<file path="src/rtl/pipe_pkg.sv">
// Shared pipeline constants and helpers for the inter-stage registers and hazard unit.
package pipe_pkg;
  localparam logic [31:0] NOP              = 32'h0000_0000;
  localparam logic [31:0] DEFAULT_RESET_PC = 32'h0000_3000;
  localparam int          PIPE_TNEW_W      = 3;

  // Saturating decrement; callers zero-extend a TNEW_W-bit value and truncate
  // the result back, so any Tnew width works and the value never wraps.
  function automatic logic [31:0] satdec(input logic [31:0] x);
    return (x == 32'd0) ? 32'd0 : x - 32'd1;
  endfunction
endpackage

</file>
<file path="src/rtl/pipe_stage_reg.sv">
// Inter-stage pipeline register: valid/instr/pc/data/dst/Tnew with hazard stall and flush.
module pipe_stage_reg
  import pipe_pkg::*;
#(
  parameter int          NDATA     = 2,
  parameter int          TNEW_W    = PIPE_TNEW_W,
  parameter logic [31:0] RESET_PC  = DEFAULT_RESET_PC,
  parameter bit          STALL_DEC = 1'b1
) (
  input  logic                  clk,
  input  logic                  reset,
  input  logic                  stall,
  input  logic                  flush,
  input  logic                  in_valid,
  input  logic [31:0]           in_instr,
  input  logic [31:0]           in_pc,
  input  logic [NDATA*32-1:0]   in_data,
  input  logic [4:0]            in_dst,
  input  logic [TNEW_W-1:0]     in_tnew,
  output logic                  out_valid,
  output logic [31:0]           out_instr,
  output logic [31:0]           out_pc,
  output logic [NDATA*32-1:0]   out_data,
  output logic [4:0]            out_dst,
  output logic [TNEW_W-1:0]     out_tnew
);
  // Declaration initialisers give the reset image from time zero.
  logic              r_valid = 1'b0;
  logic [31:0]       r_instr = NOP;
  logic [31:0]       r_pc    = RESET_PC;
  logic [4:0]        r_dst   = 5'd0;
  logic [TNEW_W-1:0] r_tnew  = '0;

  // Invalid slots and $0 writes never create a forwarding/hazard target.
  logic w_live;
  assign w_live = in_valid && (in_dst != 5'd0);

  always_ff @(posedge clk) begin
    if (reset) begin
      r_valid <= 1'b0;
      r_instr <= NOP;
      r_pc    <= RESET_PC;
      r_dst   <= 5'd0;
      r_tnew  <= '0;
    end else if (flush) begin
      r_valid <= 1'b0;
      r_instr <= NOP;
      r_pc    <= in_pc;
      r_dst   <= 5'd0;
      r_tnew  <= '0;
    end else if (stall) begin
      if (STALL_DEC) r_tnew <= TNEW_W'(satdec(32'(r_tnew)));
    end else begin
      r_valid <= in_valid;
      r_instr <= in_instr;
      r_pc    <= in_pc;
      r_dst   <= w_live ? in_dst : 5'd0;
      r_tnew  <= w_live ? TNEW_W'(satdec(32'(in_tnew))) : '0;
    end
  end

  for (genvar k = 0; k < NDATA; k++) begin : g_ch
    logic [31:0] r_ch = 32'd0;
    always_ff @(posedge clk) begin
      if (reset || flush) r_ch <= 32'd0;
      else if (!stall)    r_ch <= in_data[32*k +: 32];
    end
    assign out_data[32*k +: 32] = r_ch;
  end

  assign out_valid = r_valid;
  assign out_instr = r_instr;
  assign out_pc    = r_pc;
  assign out_dst   = r_dst;
  assign out_tnew  = r_tnew;
endmodule
</file>
<file path="config.mk">
export PLATFORM = sky130hd
export DESIGN_NAME = pipe_stage_reg
export DESIGN_NICKNAME = d
export VERILOG_FILES = /design/src/rtl/pipe_pkg.sv /design/src/rtl/pipe_stage_reg.sv
export SDC_FILE = /design/constraint.sdc
export NUM_CORES = 1
export LEC_CHECK = 0
export CORE_ASPECT_RATIO = 0.75
export CORE_UTILIZATION = 34
export CTS_CLUSTER_DIAMETER = 150
export CTS_CLUSTER_SIZE = 10
export DETAILED_ROUTE_END_ITERATION = 10
export PLACE_DENSITY = 0.76
export SYNTH_ARGS = -nofsm -noshare
export SYNTH_HDL_FRONTEND = slang
export SYNTH_SLANG_ARGS = --single-unit
</file>
<file path="constraint.sdc">
create_clock -name clk -period 1.35 [get_ports clk]
set_input_delay 0.27 -clock clk [delete_from_list [all_inputs] [get_ports clk]]
set_output_delay 0.27 -clock clk [all_outputs]
set_load 0.05 [all_outputs]
</file>
== Yosys cells after proc, flatten, opt, wreduce, memory -nomap -nowiden ==
Cells that the tools add are included.
Storage, ports and cells
  output and inout port bits: 137
  input port bits: 141
  flip-flop bits (word level): 137
  logic and storage cells: 23
Cells by class
  reductions and logical operators: 6
  multiplexer cells: 7
  eq/ne operators: 1
  add/subtract/negate cells: 2
Operators with widths (count)
  2-to-1 mux 32 bit: 2
  2-to-1 mux 3 bit: 4
  zero test 3 bit: 2
  subtractor 3 x 1 -> 3 bit, second input constant: 2
  2-to-1 mux 5 bit: 1
  nonzero test 5 bit: 1
  != test 2 x 1 -> 1 bit, second input constant: 1
  OR reduction 2 bit: 1
  logical AND 1 bit: 1
  logical OR 1 bit: 1

== Longest topological paths before layout ==
Gate-level depths: netlist of the first run.
  depth in word-level cells: 4
  mapped depth: 6
  depth with buffers taken out: 5

== Worst setup path after synthesis of the first run ==
OpenSTA, ideal clock, no wires.
  kind: input to register
  start point: input reset
  end point: register r_tnew[0] (netlist: out_tnew[0])
  buffers on the path: 2
  setup slack: 0.049 ns
  required time: 1.268 ns
  data arrival time: 1.219 ns
  setup time: 0.082 ns
  cell stages on the path: 5
  path through: clkbuf_2 > or2_1 > clkbuf_1 > or4_1 > o22ai_1
Between the ends
  cells in the longest elaborated chain, start to end: 1
RTL lines
  start, declared: RTL line pipe_stage_reg.sv:11  | input logic reset,
  OR reduction 2 bit (no source line)
  end signal, assigned: RTL line pipe_stage_reg.sv:52  | if (STALL_DEC) r_tnew <= TNEW_W'(satdec(32'(r_tnew)));
  end signal, assigned: RTL line pipe_stage_reg.sv:58  | r_tnew <= w_live ? TNEW_W'(satdec(32'(in_tnew))) : '0;
  end, declared: RTL line pipe_stage_reg.sv:32  | logic [TNEW_W-1:0] r_tnew = '0;
Every way passes these cells.
A chain may end at the register's enable or synchronous reset.

== Final worst setup path of the first run ==
  start point: input in_tnew[2]
  end point: register r_tnew[0] (netlist: out_tnew[0])
Between the ends
  cells in the longest elaborated chain, start to end: 4
RTL lines
  start, declared: RTL line pipe_stage_reg.sv:19  | input logic [TNEW_W-1:0] in_tnew,
  zero test 3 bit: RTL line pipe_pkg.sv:10  | return (x == 32'd0) ? 32'd0 : x - 32'd1;
  2-to-1 mux 3 bit: RTL line pipe_pkg.sv:10
  2-to-1 mux 3 bit: RTL line pipe_stage_reg.sv:58
  2-to-1 mux 3 bit: RTL line pipe_stage_reg.sv:51  | end else if (stall) begin
Every way passes these cells.

==> impl_metrics.csv, run 1 <==
group,metric,value,unit
sta,setup_viol,1,
floorplan,die_height,105.9,µm
route,first_pass_iters,4,
pwr,post-layout-total-power,11.50,mW
synth,yosys_warnings,0,
sta,fmax,735.6,MHz
sta,worst_slew_pin_slew,0.3979,ns
setup_path,crit_slowest_cell,"clkdlybuf4s50_1",
floorplan,die_x,140.5,µm
final_layout,finish.utilization,0.7184,
sta,slew_viol_final,0,
sta,worst_slew_margin_rel,0.7347,
clock_network,htreeDepth,4,
synth,most_instantiated_flip_flop_cell_in_the_synthesis_netlist,"dfxtp_1",
global_routing,aggregate_global_route_resource_usage,0.2116,
synth,ys_types,25,
place,hpwlAfterDp,11.88,mm
sta,fin_crit_sh,1.007,
synth,synthXorXnorAreaFrac,0,
sta,timing_hold_violations_final,0,
global_routing,global_route_wire_length_before_repair,24.05,mm
floorplan,core_area,13890,µm²
setup_path,critPathMaxFanout,2,
pwr,power_per_cell_area,1153,nW/µm²
setup_path,timing.critical_path.required,1.68,ns
synth,synth_compound_gate_area_share,0.04707,
synth,asyncSetResetFlopFracSynth,0,
floorplan,design.die.area,14870,µm²
pwr,power.leakage,4.234,nW
route,detail_route.wl_per_cell,16.10,µm
synth,mappedNetlistArea,4891,µm²
place,numPortBuffers,277,
setup_path,crit_type,"in -> reg",
sta,hold_ws,0.1499,ns
synth,synthSimpleGateAreaFrac,0.1497,
synth,syn_nets,646,
clock_network,clock_latency,0.41,ns
final_layout,syn2layout_area_growth,104.0,%
clock_network,clkTransAtPathRegs,0.06,ns
global_routing,grt_overflow_total,0,
final_layout,filler_cells,960,
place,place_ws,-0.5334,ns
synth,synthMuxAreaShare,0.1965,
setup_path,worst_setup_path_end_kind,"flip-flop",
setup_path,max_stage_delay,0.49,ns
route,vias,4542,
route,totalWireLength,15.62,mm
synth,synth-edff-count,0,
sta,finClkSkew,0.001065,ns
synth,yosys_register_bits,137,
floorplan,start_util,0.3522,
setup_path,critical_path.cell_chain,"clkdlybuf4s50_1 > inv_1 > ha_1 > or4_4 > o22ai_2",
synth,combinational_family_with_the_most_area_after_synthesis,"multiplexers",
global_routing,first_global_vias,4755,
clock_network,tritoncts,"built",
synth,synth-seq-area-share,0.5608,
final_layout,layout_commonest_cell,"buf_12",
route,drtAntennaViolNets,0,
clock_network,clock_path_buffers,2,
place,place.gp.congestion,0.8324,
hold_path,hold_class,"in -> reg",
global_routing,antenna_found_initial,0,
final_layout,antennaDiodeCount,0,
route,via_per_inst,4.682,
route,route.detailed.drc,0,
final_layout,nNetsFinal,927,
synth,post_synth.cell_area_avg,9.762,µm²
sta,setup_slack,-0.009370,ns
clock_network,clock_tree.root_cell,"clkbuf_16",
global_routing,largest_net_degree_at_the_start_of_global_routing,43,
synth,synthAdderAreaFrac,0.01023,
sta,timing.final.crit_period,1.359,ns
route,drt-initial-drc-count,194,
outcome,outcome,"finished with violations",
clock_network,cts_bufs_inserted,17,
clock_network,cts_sinks,137,
pwr,vdd_ir_drop_max,0.8117,mV
final_layout,final_layout_size_suffix_gt1_frac,0.2453,
sta,rsz0062_at_grt,"true",
setup_path,cp-start-kind,"input pin",
floorplan,placementRows,37,
final_layout,most-common-layout-cells,"buf_12 (142), dfxtp_1 (137), clkdlybuf4s50_1 (136)",
flow_run,timing.max_cap.violations,0,
floorplan,number_of_top_level_pins,278,
setup_path,worst-endpoint-arrival,1.69,ns
synth,synthCells,501,
outcome,violations,"setup timing",
==> registers in the layout (all words and copies together) (netlist names) <==
signal and count:
g_ch.r_ch 64, out_instr 32, out_pc 32, out_dst 5
out_tnew 3, out_valid 1
==> cells in the mapped netlist (2+ instances only) <==
master,number,area share
a21oi_1,32,0.033
a22oi_1,5,0.0077
and2_1,2,0.0026
buf_2,19,0.019
clkbuf_1,13,0.010
dfxtp_1,137,0.56
ha_1,4,0.010
inv_1,4,0.0031
mux2i_1,96,0.20
nand2_1,64,0.049
nand3b_1,4,0.0061
nor2_1,104,0.080
nor2b_1,2,0.0026
o21ai_1,2,0.0020
or2_1,2,0.0026
or4_1,2,0.0031
==> report_power, final <==
| part | internal (mW) | switching (mW) |
|---|---|---|
| sequential | 4.21 | 0.170 |
| clock | 3.16 | 1.77 |
| combinational | 1.18 | 1.02 |
==> critical path: cells and delay by family <==
| family | cells | cell delay [ns] |
|---|---|---|
| buf+inv | 2 | 0.55 |
| simple gates | 1 | 0.49 |
| compound gates | 1 | 0.20 |
| fa+ha+maj | 1 | 0.19 |
==> path summary, 6_finish.rpt <==
check | startpoint | endpoint | slack (ns) | cells after the start
setup / recovery | in_tnew[2] | out_tnew[0] | -0.009 | 5
hold / removal | in_dst[1] | out_dst[1] | 0.15 | 3
hold reg to reg | out_pc[10] | out_pc[10] | 0.49 | 2
setup reg to reg | out_tnew[0] | out_tnew[0] | 0.20 | 4
==> what timing repair did <==
item	CTS	global route
hold buffers	0	0
setup endpoints to repair	3	4
setup buffers	1	0
gates resized for setup	6	3
pin swaps	2	2
hold endpoints to repair	0	0
==> routing by layer <==
metal  wire length (µm)  vias up  global-route usage
li1                   -     2217                   -
met1               5946     2121              0.2206
met2               8132      176              0.3836
met3               1189       28             0.07542
met4                353        0             0.09239
met5                  0        -                   0
==> stage by stage <==
stage          cells  instance area (µm²)   TNS [ns]
6_report         970                 9977  -0.009370
2_1_floorplan    501                 4891          0
5_1_grt          970                 9977   -0.05630
4_1_cts          970                 9963          0
3_5_place_dp     937                 9305     -21.39
3_3_place_gp     937                 9305     -17.98
==> final cells by class <==
| cell class | instances | area, µm² | area share |
|---|---|---|---|
| Multi-Input combinational cell | 325 | 2003 | 0.2008 |
| Clock buffer | 19 | 442.9 | 0.04439 |
| Tap cell | 175 | 219.0 | 0.02195 |
| Timing Repair Buffer | 297 | 4362 | 0.4372 |
| Clock inverter | 13 | 192.7 | 0.01931 |
| Inverter | 4 | 15.01 | 0.001505 |
| Sequential cell | 137 | 2743 | 0.2749 |
==> cells by family (layout without fill, tap and decap cells) <==
logic type	after synthesis	after routing
AND/OR/NAND/NOR	183	183
flip-flops	137	137
multiplexers	96	96
AO/OA/AOI/OAI	42	42
buffers and inverters	39	333
adder cells (fa/ha/maj)	4	4
Power figures use the tool's default switching activity.
==> run 2: changes to the inputs <==
--- a/config.mk
+++ b/config.mk
@@ -5,12 +5,14 @@
 export SDC_FILE = /design/constraint.sdc
 export NUM_CORES = 1
 export LEC_CHECK = 0
+export CELL_PAD_IN_SITES_DETAIL_PLACEMENT = 1
+export CELL_PAD_IN_SITES_GLOBAL_PLACEMENT = 1
 export CORE_ASPECT_RATIO = 0.75
-export CORE_UTILIZATION = 34
+export CORE_UTILIZATION = 24
 export CTS_CLUSTER_DIAMETER = 150
 export CTS_CLUSTER_SIZE = 10
 export DETAILED_ROUTE_END_ITERATION = 10
-export PLACE_DENSITY = 0.76
+export PLACE_DENSITY_LB_ADDON = 0.1
 export SYNTH_ARGS = -nofsm -noshare
 export SYNTH_HDL_FRONTEND = slang
 export SYNTH_SLANG_ARGS = --single-unit
==> run 2 against run 1 <==
  * The flow now finishes without violations
  * Sequential cell count did not move
  * Power fell by 0.66%
  * Sequential share of layout area fell by 0.27 points
  * Wire length rose by 12%
  * Critical endpoint unchanged
  * First-iteration DRC count fell by 5.2%
  * Worst hold slack improved by 0.056 ns
  * Cell count rose by 7.9%
  * Clock power fell by 2%
  * Critical path depth rose by 1
  * Maximum frequency rose by 2.9%
  * Largest power group unchanged
==> impl_metrics.csv, run 2 (synthesis gave the netlist of run 1 again) <==
group,metric,value,unit
outcome,outcome,"complete, no violations",
route,drtAntennaViolNets,0,
setup_path,max_stage_delay,0.48,ns
sta,fin_crit_sh,0.9784,
pwr,netSwitchingFraction,0.2716,
final_layout,syn2layout_area_growth,106.1,%
final_layout,nNetsFinal,926,
route,via_per_inst,4.378,
setup_path,cp_num_cells,6,
place,placedInstanceArea,9445,µm²
sta,timing_hold_violations_final,0,
route,drt-initial-drc-count,184,
setup_path,regToRegStartpoint,"out_tnew[2]",
floorplan,core_area,19650,µm²
sta,worst_slew_margin_rel,0.7575,
clock_network,cts_sinks,137,
route,detail_route.wl_per_cell,16.64,µm
final_layout,most-common-layout-cells,"buf_12 (146), clkdlybuf4s50_1 (139), dfxtp_1 (136)",
global_routing,grt_overflow_total,0,
setup_path,worst_r2r_path_depth,4,
floorplan,die_height,125.6,µm
place,hpwlAfterDp,13.16,mm
global_routing,first_global_vias,5021,
setup_path,crit_type,"in -> reg",
sta,fmax,757.1,MHz
setup_path,worst_setup_path_end_kind,"flip-flop",
hold_path,hold_class,"in -> reg",
setup_path,reg2reg_to,"out_tnew[0]",
sta,fin_setup_tns,0,ns
place,placed_instances,1014,
floorplan,start_util,0.2489,
clock_network,cts_bufs_inserted,17,
pwr,p_switching,3.103,mW
flow_run,timing.max_cap.violations,0,
sta,finClkSkew,0.0001441,ns
setup_path,critical_path.cell_chain,"clkdlybuf4s50_1 > or2_1 > inv_2 > ha_1 > or4_4 > o22ai_2",
route,totalWireLength,17.43,mm
sta,timing.final.crit_period,1.321,ns
final_layout,registers.top_by_ff_count,"g_ch.r_ch",
setup_path,cp_num_buf_inv,2,
pwr,vdd_ir_drop_max,0.6200,mV
pwr,combinationalPowerShare,0.194,
sta,rsz0062_at_grt,"false",
final_layout,finished_cell_area,10080,µm²
final_layout,final_layout_size_suffix_gt1_frac,0.2456,
final_layout,finish.utilization,0.5129,
setup_path,worst-endpoint-arrival,1.66,ns
sta,setup_slack,0.02921,ns
floorplan,number_of_top_level_pins,278,
final_layout,layout_commonest_cell,"buf_12",
clock_network,clkTransAtPathRegs,0.06,ns
clock_network,htreeDepth,4,
final_layout,instances_no_fill,1047,
setup_path,r2r_slack,0.27,ns
route,vias,4584,
sta,setup_viol,0,
route,first_pass_iters,5,
sta,hold_ws,0.2059,ns
global_routing,aggregate_global_route_resource_usage,0.1707,
global_routing,antenna_found_initial,0,
clock_network,clock_path_buffers,2,
route,route.detailed.drc,0,
setup_path,crit_slowest_cell,"clkdlybuf4s50_1",
setup_path,crit_start,"in_tnew[1]",
global_routing,largest_net_degree_at_the_start_of_global_routing,52,
pwr,power_per_cell_area,1133,nW/µm²
sta,worst_slew_pin_slew,0.3638,ns
clock_network,tritoncts,"built",
pwr,clock_power_share,0.423,
floorplan,design.die.area,20960,µm²
final_layout,largest_reg_flops,64,
setup_path,cp-start-kind,"input pin",
clock_network,ctsHoldBuffers,0,
setup_path,worstSetupEndpoint,"out_tnew[0]",
place,place.gp.congestion,0.7790,
clock_network,clock_tree.root_cell,"clkbuf_16",
place,place_ws,-0.4922,ns
pwr,post-layout-total-power,11.42,mW
place,numPortBuffers,277,
floorplan,placementRows,44,
pwr,pwr-share-seq,0.383,
setup_path,timing.critical_path.required,1.69,ns
final_layout,antennaDiodeCount,0,
setup_path,cp_top_family,"simple AND/OR/NAND/NOR gates",
clock_network,clock_latency,0.41,ns
sta,slew_viol_final,0,
floorplan,die_x,166.8,µm
hold_path,worstHoldPathCells,3,
global_routing,global_route_wire_length_before_repair,27.52,mm
pwr,cellInternalPower,8.322,mW
setup_path,critPathMaxFanout,2,
pwr,power.leakage,4.210,nW
run 2: cell count changes in the layout (fill, tap and decap cells not counted), sizes merged:
cell	change
inv	+1
clkinv	-2
buf	-1
dlymetal6s2s	-1
clkinvlp	+2
dlygate4sd2	-2
bufinv	-1
clkdlybuf4s50	+3
run 2: how the worst min path moves through the flow:
stage | from | end | slack [ns]
2_1_floorplan | in_pc[12] | out_pc[12] | 0.39
3_3_place_gp | out_pc[11] | out_pc[11] | 0.48
3_5_place_dp | out_pc[5] | out_pc[5] | 0.48
4_1_cts | stall | out_tnew[0] | 0.22
5_1_grt | stall | out_tnew[0] | 0.20
6_report | stall | out_tnew[0] | 0.21
run 2: area by class of cell:
type	count	area, µm²
Sequential cell	137	2744
Clock inverter	13	168.9
Fill cell	2016	9573
Inverter	4	15.01
Clock buffer	19	432.9
Timing Repair Buffer	296	4400
Tap cell	253	316.6
Multi-Input combinational cell	325	2003
run 2: power by group through the flow:
stage	Combinational (mW)	Clock, mW	Sequential, mW
finish	2.22	4.83	4.38
global route	2.33	5.17	4.39
CTS	2.24	4.98	4.38
detailed placement	2.23	0	4.47
global placement	2.19	0	4.45
floorplan	0.435	0	4.92
run 2: per-layer routing:
metal / global-route usage / vias to the layer above / share of wire
met5: 0 / - / 0
met4: 0.06209 / 0 / 0.018
met3: 0.06788 / 22 / 0.081
met2: 0.2946 / 159 / 0.50
met1: 0.1898 / 2193 / 0.40
li1: - / 2210 / -
run 2: repair_timing:
item,4_1_cts,5_1_grt
endpoints found under the setup margin,3,1
gates resized for setup,1,6
buffers inserted,1,0
pin swaps,3,3
run 2: worst reg2reg max path: stages (launching register included):
cell and delay (ns):
dfxtp_1 0.44, inv_1 0.08, ha_1 0.19, nand3b_1 0.17, o22ai_2 0.12
==> run 3: changes to the inputs <==
--- a/config.mk
+++ b/config.mk
@@ -12,7 +12,7 @@
 export CTS_CLUSTER_DIAMETER = 150
 export CTS_CLUSTER_SIZE = 10
 export DETAILED_ROUTE_END_ITERATION = 10
-export PLACE_DENSITY_LB_ADDON = 0.1
+export PLACE_DENSITY = 0.78
 export SYNTH_ARGS = -nofsm -noshare
 export SYNTH_HDL_FRONTEND = slang
 export SYNTH_SLANG_ARGS = --single-unit
==> constraint.sdc (replaced) <==
create_clock -name clk -period 1.2 [get_ports clk]
set_input_delay 0.24 -clock clk [delete_from_list [all_inputs] [get_ports clk]]
set_output_delay 0.24 -clock clk [all_outputs]
set_load 0.05 [all_outputs]
==> run 3 against run 2 <==
  * Sequential power rose by 13%
  * Critical path depth fell by 5
  * Via count fell by 0.24%
  * Clock power rose by 8.9%
  * First-iteration DRC count rose by 3.8%
  * Cell count rose by 0.38%
  * Non-clock buffer count rose by 4
  * Core utilization rose by 0.97 points
  * Clock-buffer cell count rose by 1
  * Die area did not move
  * Clock skew barely moved
  * Design area rose by 1.9%
  * Largest cell class unchanged
  * Highest routed layer unchanged
==> impl_metrics.csv, run 3 (synthesis gave the netlist of run 1 again) <==
group,metric,value,unit
outcome,outcome,"complete, no violations",
sta,fmax,856.4,MHz
sta,setup_viol,0,
final_layout,registers.top_by_ff_count,"g_ch.r_ch",
sta,hold_ws,0.1551,ns
route,totalWireLength,17.78,mm
pwr,netSwitchingFraction,0.2734,
setup_path,cp_top_family,"flip-flops",
route,via_per_inst,4.351,
final_layout,antennaDiodeCount,0,
place,placedInstanceArea,9460,µm²
setup_path,worst_setup_path_end_kind,"output pin",
final_layout,finish.utilization,0.5226,
route,detail_route.wl_per_cell,16.92,µm
global_routing,largest_net_degree_at_the_start_of_global_routing,44,
flow_run,timing.max_cap.violations,0,
clock_network,htreeDepth,4,
final_layout,layout_commonest_cell,"buf_12",
setup_path,cp_num_cells,1,
place,place_ws,-0.5925,ns
sta,fin_setup_tns,0,ns
setup_path,cp_num_buf_inv,1,
setup_path,timing.critical_path.required,0.96,ns
clock_network,cts_bufs_inserted,17,
route,first_pass_iters,4,
pwr,vdd_ir_drop_max,0.6128,mV
pwr,cellInternalPower,9.243,mW
global_routing,grt.met2_usage,0.3013,
final_layout,most-common-layout-cells,"buf_12 (144), clkdlybuf4s50_1 (130), dfxtp_2 (129)",
place,hpwlAfterDp,13.44,mm
sta,slew_viol_final,0,
clock_network,clock_tree.root_cell,"clkbuf_16",
pwr,pwr-share-seq,0.389,
setup_path,max_stage_delay,0.38,ns
sta,rsz0062_at_grt,"true",
route,drt-initial-drc-count,191,
pwr,clock_power_share,0.414,
route,route.detailed.drc,0,
floorplan,placementRows,44,
clock_network,cts_sinks,137,
clock_network,postCtsSetupBuffers,0,
global_routing,aggregate_global_route_resource_usage,0.1762,
place,numPortBuffers,277,
global_routing,global_route_wire_length_before_repair,28.30,mm
final_layout,finished_cell_area,10270,µm²
setup_path,crit_slowest_cell,"dfxtp_4",
sta,timing_hold_violations_final,0,
final_layout,final_layout_size_suffix_gt1_frac,0.4211,
setup_path,worst-endpoint-arrival,0.93,ns
setup_path,crit_type,"reg -> out",
clock_network,tritoncts,"built",
global_routing,groute.layer.met3.usage,0.07888,
floorplan,die_x,166.8,µm
setup_path,worst_r2r_path_depth,5,
global_routing,first_global_vias,5078,
hold_path,worstHoldPathCells,3,
global_routing,globalRoute.busiestLayer,"met2",
pwr,combinationalPowerShare,0.198,
sta,worst_slew_margin_rel,0.7473,
global_routing,fraction_of_met1_tracks_used_by_global_routing,0.1941,
setup_path,critPathMaxFanout,5,
place,placed_instances,1019,
sta,worst_slew_pin_slew,0.3790,ns
global_routing,grt_overflow_total,0,
hold_path,hold_class,"in -> reg",
final_layout,nNetsFinal,930,
setup_path,cp-start-kind,"flip-flop",
clock_network,clock_latency,0.40,ns
sta,finClkSkew,0.00006647,ns
floorplan,die_height,125.6,µm
place,place.gp.congestion,0.7376,
clock_network,clkTransAtPathRegs,0.05,ns
setup_path,critical_path.cell_chain,"buf_12",
final_layout,instances_no_fill,1051,
pwr,power.leakage,4.297,nW
route,drtAntennaViolNets,0,
sta,setup_slack,0.03234,ns
sta,fin_crit_sh,0.9730,
final_layout,syn2layout_area_growth,110.0,%
clock_network,clock_path_buffers,2,
sta,timing.final.crit_period,1.168,ns
pwr,post-layout-total-power,12.72,mW
floorplan,number_of_top_level_pins,278,
global_routing,antenna_found_initial,0,
pwr,p_switching,3.479,mW
floorplan,start_util,0.2489,
pwr,power_per_cell_area,1239,nW/µm²
floorplan,core_area,19650,µm²
route,vias,4573,
final_layout,largest_reg_flops,64,
floorplan,design.die.area,20960,µm²
==> run 3: final timing paths <==
kind | slack, ns | end | start
setup / recovery | 0.03 | out_tnew[0] | out_tnew[0]
hold / removal | 0.16 | out_tnew[2] | stall
setup reg to reg | 0.22 | out_tnew[2] | out_tnew[1]
hold reg to reg | 0.47 | out_pc[24] | out_pc[24]
==> run 3: area by class of cell <==
| class | count | area [µm²] |
|---|---|---|
| Clock inverter | 12 | 138.9 |
| Tap cell | 253 | 316.6 |
| Clock buffer | 20 | 446.7 |
| Multi-Input combinational cell | 325 | 2011 |
| Sequential cell | 137 | 2934 |
| Timing Repair Buffer | 300 | 4409 |
| Fill cell | 1992 | 9383 |
| Inverter | 4 | 15.01 |
==> run 3: layer usage <==
layer | routed length, µm | part of all wire
met1 | 7180 | 0.40
met2 | 8606 | 0.48
met3 | 1720 | 0.097
met5 | 0 | 0
met4 | 273 | 0.015
==> run 3: what timing repair did <==
action,4_1_cts,5_1_grt
pin swaps,5,2
resized for setup,145,17
hold buffers,0,0
endpoints found under the setup margin,135,64
==> run 3: power groups by stage <==
stage	Sequential [mW]	Clock [mW]	Combinational (mW)
after detailed placement	5.03	0	2.52
after floorplan	5.53	0	0.490
after CTS	4.96	5.43	2.54
after global placement	5.01	0	2.48
after global routing	4.97	5.62	2.64
final	4.95	5.26	2.51
